--- config.mk ---
export PLATFORM = sky130hd
export DESIGN_NAME = gemm_tile_sequencer
export DESIGN_NICKNAME = d
export VERILOG_FILES = /design/src/rtl/gemm_tile_sequencer_pkg.sv /design/src/rtl/gemm_tile_sequencer.sv
export SDC_FILE = /design/constraint.sdc
export NUM_CORES = 1
export LEC_CHECK = 0
export ABC_AREA = 1
export CAP_MARGIN = 10
export CORE_UTILIZATION = 49
export CTS_CLUSTER_SIZE = 28
export DETAILED_ROUTE_END_ITERATION = 8
export GPL_ROUTABILITY_DRIVEN = 0
export PLACE_DENSITY = 0.79
export SLEW_MARGIN = 40
export SYNTH_ARGS = -nofsm -noshare
export SYNTH_HDL_FRONTEND = slang
export SYNTH_SLANG_ARGS = --single-unit
--- constraint.sdc ---
create_clock -name clk -period 3.8 [get_ports clk]
set_input_delay 0.57 -clock clk [delete_from_list [all_inputs] [get_ports clk]]
set_output_delay 0.57 -clock clk [all_outputs]
set_load 0.03 [all_outputs]
--- src/rtl/gemm_tile_sequencer_pkg.sv ---
// Shared types for the GEMM tile sequencer and its GEMM array interface.
package gemm_tile_sequencer_pkg;

    // Command encoding understood by the GEMM systolic array.
    typedef enum logic [1:0] {
        CMD_NONE          = 2'd0,
        CMD_WRITE_WEIGHTS = 2'd1,
        CMD_STREAM        = 2'd2
    } command_t;

endpackage

--- src/rtl/gemm_tile_sequencer.sv ---
// GEMM tile sequencer: loads a weight tile, streams a batch of activation
// rows into the systolic array and collects result rows into an output FIFO.
// Backpressure freezes the array (CMD_NONE) instead of dropping rows.
// Optional feature macro: GEMM_TILE_SEQ_WEIGHT_REUSE_EN (adds keep_weights,
// lets a job reuse the tile left in the array by a previously completed job).
module gemm_tile_sequencer
    import gemm_tile_sequencer_pkg::*;
#(
    parameter int SA_SIZE                = 4,
    parameter int WEIGHT_ACTIVATION_SIZE = 8,
    parameter int MAX_ROWS               = 16,
    parameter int OUT_FIFO_DEPTH         = 4
) (
    input  logic                                                 clk,
    input  logic                                                 resetn,
    input  logic                                                 start,
    input  logic [$clog2(MAX_ROWS+1)-1:0]                        num_rows,
`ifdef GEMM_TILE_SEQ_WEIGHT_REUSE_EN
    input  logic                                                 keep_weights,
`endif
    output logic                                                 busy,
    output logic                                                 done,
    input  logic                                                 w_valid,
    output logic                                                 w_ready,
    input  logic [SA_SIZE*WEIGHT_ACTIVATION_SIZE-1:0]            w_data,
    input  logic                                                 a_valid,
    output logic                                                 a_ready,
    input  logic [SA_SIZE*WEIGHT_ACTIVATION_SIZE-1:0]            a_data,
    output logic                                                 o_valid,
    input  logic                                                 o_ready,
    output logic [SA_SIZE*WEIGHT_ACTIVATION_SIZE-1:0]            o_data,
    output logic                                                 o_last,
    output command_t                                             gemm_cmd,
    output logic [SA_SIZE*SA_SIZE*WEIGHT_ACTIVATION_SIZE-1:0]    gemm_weights,
    output logic [SA_SIZE*WEIGHT_ACTIVATION_SIZE-1:0]            gemm_act,
    input  logic [SA_SIZE*WEIGHT_ACTIVATION_SIZE-1:0]            gemm_act_out,
    input  logic                                                 gemm_out_valid
);

    localparam int W   = WEIGHT_ACTIVATION_SIZE;
    localparam int RW  = $clog2(MAX_ROWS + 1);
    localparam int WCW = (SA_SIZE > 1) ? $clog2(SA_SIZE) : 1;
    localparam int PW  = $clog2(OUT_FIFO_DEPTH);
    localparam int CW  = $clog2(OUT_FIFO_DEPTH + 1);

    typedef enum logic [2:0] {
        S_IDLE, S_LOAD_W, S_WRITE_W, S_STREAM, S_DRAIN, S_DONE
    } state_t;

    state_t                              state_q;
    logic [WCW-1:0]                      w_cnt_q;
    logic [RW-1:0]                       in_cnt_q;
    logic [RW-1:0]                       out_cnt_q;
    logic [RW-1:0]                       eff_rows_q;
    logic [SA_SIZE-1:0][SA_SIZE*W-1:0]   w_q;
`ifdef GEMM_TILE_SEQ_WEIGHT_REUSE_EN
    logic                                job_done_q;
`endif

    // Output FIFO (first-word fall-through)
    logic [OUT_FIFO_DEPTH-1:0][SA_SIZE*W-1:0] mem_q;
    logic [OUT_FIFO_DEPTH-1:0]                last_q;
    logic [PW-1:0]                            rd_ptr_q;
    logic [PW-1:0]                            wr_ptr_q;
    logic [CW-1:0]                            cnt_q;

    logic          fifo_full, fifo_empty, pop, push, room;
    logic          issue, capture, out_pending, push_last, last_issue;
    logic [RW-1:0] eff_rows_d;
    command_t      cmd_d;

    assign fifo_full   = (cnt_q == CW'(OUT_FIFO_DEPTH));
    assign fifo_empty  = (cnt_q == '0);
    assign o_valid     = !fifo_empty;
    assign pop         = o_valid && o_ready;
    // A slot is available if the FIFO has room now or frees one this cycle.
    assign room        = !fifo_full || pop;
    assign out_pending = (out_cnt_q != eff_rows_q);
    assign push_last   = (out_cnt_q == eff_rows_q - RW'(1));
    assign last_issue  = (in_cnt_q == eff_rows_q - RW'(1));
    assign eff_rows_d  = (num_rows > RW'(MAX_ROWS)) ? RW'(MAX_ROWS) : num_rows;

    // Command decode: the array only advances when it can deliver into the FIFO.
    always_comb begin
        cmd_d = CMD_NONE;
        issue = 1'b0;
        case (state_q)
            S_WRITE_W: cmd_d = CMD_WRITE_WEIGHTS;
            S_STREAM: begin
                if (a_valid && room) begin
                    issue = 1'b1;
                    cmd_d = CMD_STREAM;
                end
            end
            S_DRAIN: begin
                if (out_pending && room) cmd_d = CMD_STREAM;
            end
            default: cmd_d = CMD_NONE;
        endcase
    end

    assign capture      = gemm_out_valid && (cmd_d == CMD_STREAM);
    // Captures beyond the job's row count are the array flushing drain rows.
    assign push         = capture && out_pending;

    assign gemm_cmd     = cmd_d;
    assign gemm_act     = issue ? a_data : '0;
    assign gemm_weights = w_q;
    assign a_ready      = issue;
    assign w_ready      = (state_q == S_LOAD_W);
    assign done         = (state_q == S_DONE);
    assign busy         = (state_q != S_IDLE) || start;
    assign o_data       = mem_q[rd_ptr_q];
    assign o_last       = !fifo_empty && last_q[rd_ptr_q];

    // Job sequencing FSM with weight capture and row counters.
    always_ff @(posedge clk) begin
        if (!resetn) begin
            state_q    <= S_IDLE;
            w_cnt_q    <= '0;
            in_cnt_q   <= '0;
            out_cnt_q  <= '0;
            eff_rows_q <= '0;
            w_q        <= '0;
`ifdef GEMM_TILE_SEQ_WEIGHT_REUSE_EN
            job_done_q <= 1'b0;
`endif
        end else begin
            case (state_q)
                S_IDLE: begin
                    if (start) begin
                        eff_rows_q <= eff_rows_d;
                        w_cnt_q    <= '0;
                        in_cnt_q   <= '0;
                        out_cnt_q  <= '0;
                        if (eff_rows_d == '0)
                            state_q <= S_DONE;
`ifdef GEMM_TILE_SEQ_WEIGHT_REUSE_EN
                        else if (keep_weights && job_done_q)
                            state_q <= S_STREAM;
`endif
                        else
                            state_q <= S_LOAD_W;
                    end
                end
                S_LOAD_W: begin
                    if (w_valid) begin
                        w_q[w_cnt_q] <= w_data;
                        w_cnt_q      <= w_cnt_q + WCW'(1);
                        if (w_cnt_q == WCW'(SA_SIZE - 1)) state_q <= S_WRITE_W;
                    end
                end
                S_WRITE_W: state_q <= S_STREAM;
                S_STREAM: begin
                    if (issue) begin
                        in_cnt_q <= in_cnt_q + RW'(1);
                        if (last_issue) state_q <= S_DRAIN;
                    end
                end
                S_DRAIN: begin
                    if (!out_pending && fifo_empty) state_q <= S_DONE;
                end
                S_DONE: begin
                    state_q <= S_IDLE;
`ifdef GEMM_TILE_SEQ_WEIGHT_REUSE_EN
                    job_done_q <= 1'b1;
`endif
                end
                default: state_q <= S_IDLE;
            endcase
            // Never in IDLE, so cannot collide with the counter clear above.
            if (push) out_cnt_q <= out_cnt_q + RW'(1);
        end
    end

    // FIFO pointers and occupancy; push and pop together keep the count.
    always_ff @(posedge clk) begin
        if (!resetn) begin
            rd_ptr_q <= '0;
            wr_ptr_q <= '0;
            cnt_q    <= '0;
        end else begin
            if (push) wr_ptr_q <= wr_ptr_q + PW'(1);
            if (pop)  rd_ptr_q <= rd_ptr_q + PW'(1);
            case ({push, pop})
                2'b10:   cnt_q <= cnt_q + CW'(1);
                2'b01:   cnt_q <= cnt_q - CW'(1);
                default: cnt_q <= cnt_q;
            endcase
        end
    end

    // FIFO storage; contents are don't-care while the FIFO is empty.
    always_ff @(posedge clk) begin
        if (push) begin
            mem_q[wr_ptr_q]  <= gemm_act_out;
            last_q[wr_ptr_q] <= push_last;
        end
    end

endmodule

==> impl_metrics.yaml <==
pwr:
  switching_share_pct: 28.1
  powerDensity_mw_per_mm2: 471
  p_comb_share_pct: 17.8
  seqPwrFrac_pct: 45.8
  ir_drop_mv: 0.355
  power.total_w: 0.00740
  p_int_w: 0.00532
  clock_power_share_pct: 36.4
  p_sw_w: 0.00208
  power_leakage_nw: 5.61
critical_path:
  worst_setup_path_end_kind: "output port"
  cp.required_ps: 3230
  startpoint_type: "flip-flop"
  r2r_start: "state_q[2]"
  crit_chain: "inv_1, buf_4, o21ai_0, o22ai_1, clkdlybuf4s50_1"
  slowest_stage: "clkdlybuf4s50_1"
  r2r_cells: 13
  r2r_end: "cnt_q[2]"
  crit_path_max_incr_delay_ps: 720
  crit_fanout: 20
  ff2ff_setup_slack_ps: 1170
  crit_arrival_ps: 2590
  criticalPathCategory: "reg -> out"
cts:
  clk_pin_slew_ps: 60
  hold_buffers: 0
  cts_buffer_depth: 3
  cts_buffers: 29
  cts_tree: "built"
  clock-sinks: 287
  ctsResizeCount: 0
  insertion_delay_ps: 540
  cts-root-buf: "clkbuf_16"
  postCtsSetupRepairBufs: 0
  htreeDepth: 1
logic_synthesis:
  ys_seq_area_share_pct: 61.1
  synth_seq_cells: 287
  yosysTopAreaCell: "edfxtp_1"
  synth_edf_count: 132
  syn_area_per_cell_um2: 9.34
  postSynth.asyncResetShare_pct: 0
  synth_flop_cell: "dfxtp_1"
  yosysUniqueCellTypes: 29
  synth.top_cell.area_share_pct: 34.3
  netlist_instances: 1238
  syn-cell-area_mm2: 0.0116
  synth_nets: 1359
  synth.area.top_cells: "edfxtp_1, dfxtp_1, nand3_1"
  yosysWarnings: 0
drt:
  drt_pass1_iterations: 8
  drt_iter0_drc: 643
  drt_wl_total_um: 31800
  antenna_left: 0
  num_vias: 9857
  wl_per_cell_um: 17.2
  route.detailed.drc: 0
  avgViaCountPerCell: 5.32
die:
  io_pins: 308
  die_w_um: 156
  design.core.area_mm2: 0.0229
  start_util_pct: 50.5
  dieArea_mm2: 0.0242
  die_y_um: 156
  rows: 55
finish:
  num_antenna_cells: 0
  final_cell_mix: "clkdlybuf4s50_1, nand2_1, dfxtp_1, nand3_1, a21oi_1"
  final_nets: 1638
  syn_to_final_growth_pct: 35.9
  num-fill-cells: 1740
  final_common_cell: "clkdlybuf4s50_1"
  layout-drive-gt1-share_pct: 5.65
hold_path:
  worstHoldPathType: "reg -> reg"
  min_path_cells: 2
  hp-start: "gemm_weights[39]"
  worstHoldEndpoint: "gemm_weights[39]"
global_route:
  grt_pass1_wl_um: 50600
  grt_start_max_net_pins: 70
  grt_util_all_layers_pct: 26.2
  grt.overflow.total: 0
  antenna_found_initial: 0
  grt_pass1_vias: 9583
sta:
  max_freq_mhz: 316
  hold_viol: 0
  drv_slew: 0
  setup_violations: 0
  slew_headroom_pct: 50.2
  final_min_period_over_clock_period_pct: 83.2
  hold_ws_ps: 459
  worstMarginPinSlew_ps: 741
  min_period_ps: 3160
  rsz0062_at_grt: "no"
  fin_setup_tns_ps: 0
  clock_skew_ps: 14.4
run:
  cap_viol_max_count: 0
placed_design:
  hpwl_um: 20900
  numPortBuffers: 307
status:
  status: "finished, final reports clean"
[registers in the layout, summed over array words and instances, names as in the netlist]
register	count
cnt_q	3
eff_rows_q	5
gemm_weights	128
in_cnt_q	5
last_q	4
mem_q	128
out_cnt_q	5
rd_ptr_q	2
state_q	3
w_cnt_q	2
wr_ptr_q	2
[area by class of cell]
| cell class | count | area (µm²) | area share [%] |
|---|---|---|---|
| inverter | 85 | 323 | 2.05 |
| timing repair buffer | 332 | 3290 | 20.9 |
| sequential | 287 | 7070 | 45.0 |
| tap | 313 | 392 | 2.49 |
| multi-input combinational | 782 | 3750 | 23.9 |
| clock inverter | 19 | 151 | 0.963 |
| clock buffer | 34 | 744 | 4.74 |
[kinds of logic after synthesis]
group	count (synthesis)	share of synthesized area, %
xor+xnor	8	0.606
fa+ha+maj	13	1.47
compound gates	264	11.9
simple gates	497	18.4
buf+inv	169	6.50
flops	287	61.1
[stage by stage]
| stage | util, % | instance area (µm²) | setup WS (ps) | std cells |
|---|---|---|---|---|
| finish | 68.6 | 15700 | 638 | 1852 |
| global route | 68.6 | 15700 | 486 | 1852 |
| CTS | 68.6 | 15700 | 598 | 1852 |
| detailed placement | 64.7 | 14800 | 680 | 1799 |
| global placement | 64.7 | 14800 | 751 | 1799 |
| floorplan | - | 11600 | 620 | 1238 |
[worst max-delay path: cells and delay by family (launching register included)]
kind | cells | cell delay, ps
buffers and inverters | 3 | 1420
DFF | 1 | 310
AOI/OAI and AO/OA | 2 | 340
[power by group through the flow]
stage | Clock, W | Combinational [W] | Sequential, W
floorplan | 0 | 0.000725 | 0.00356
global placement | 0 | 0.00130 | 0.00345
detailed placement | 0 | 0.00131 | 0.00345
CTS | 0.00274 | 0.00132 | 0.00339
global route | 0.00288 | 0.00143 | 0.00340
finish | 0.00269 | 0.00132 | 0.00339
[Yosys cell counts, types with 3 or more instances]
cell type and n:
a21oi_1 146, buf_2 7, buf_6 12, clkbuf_1 62, dfxtp_1 155, edfxtp_1 132
ha_1 12, inv_1 80, inv_2 5, nand2_1 197, nand2_4 3, nand3_1 148
nand4_1 4, nor2_1 134, nor3_1 3, o21ai_0 81, o22ai_1 32, xor2_1 8
[how the worst max path moves through the flow]
stage	slack, ps	cells past startpoint	startpoint	to
global placement	750	8	o_ready	gemm_cmd[1]
global route	490	5	rd_ptr_q[1]	o_data[18]
finish	640	5	rd_ptr_q[1]	o_data[18]
detailed placement	680	15	o_ready	cnt_q[2]
CTS	600	5	rd_ptr_q[1]	o_data[9]
floorplan	620	9	o_ready	last_q[0]
[per-layer routing]
| layer | vias up | wire length (µm) | track usage, % |
|---|---|---|---|
| li1 | 4754 | - | - |
| met5 | - | 0 | 0 |
| met1 | 4664 | 12700 | 32.6 |
| met2 | 371 | 15000 | 43.8 |
| met4 | 0 | 1000 | 8.73 |
| met3 | 68 | 3110 | 7.47 |
Power figures use the tool's default switching activity.
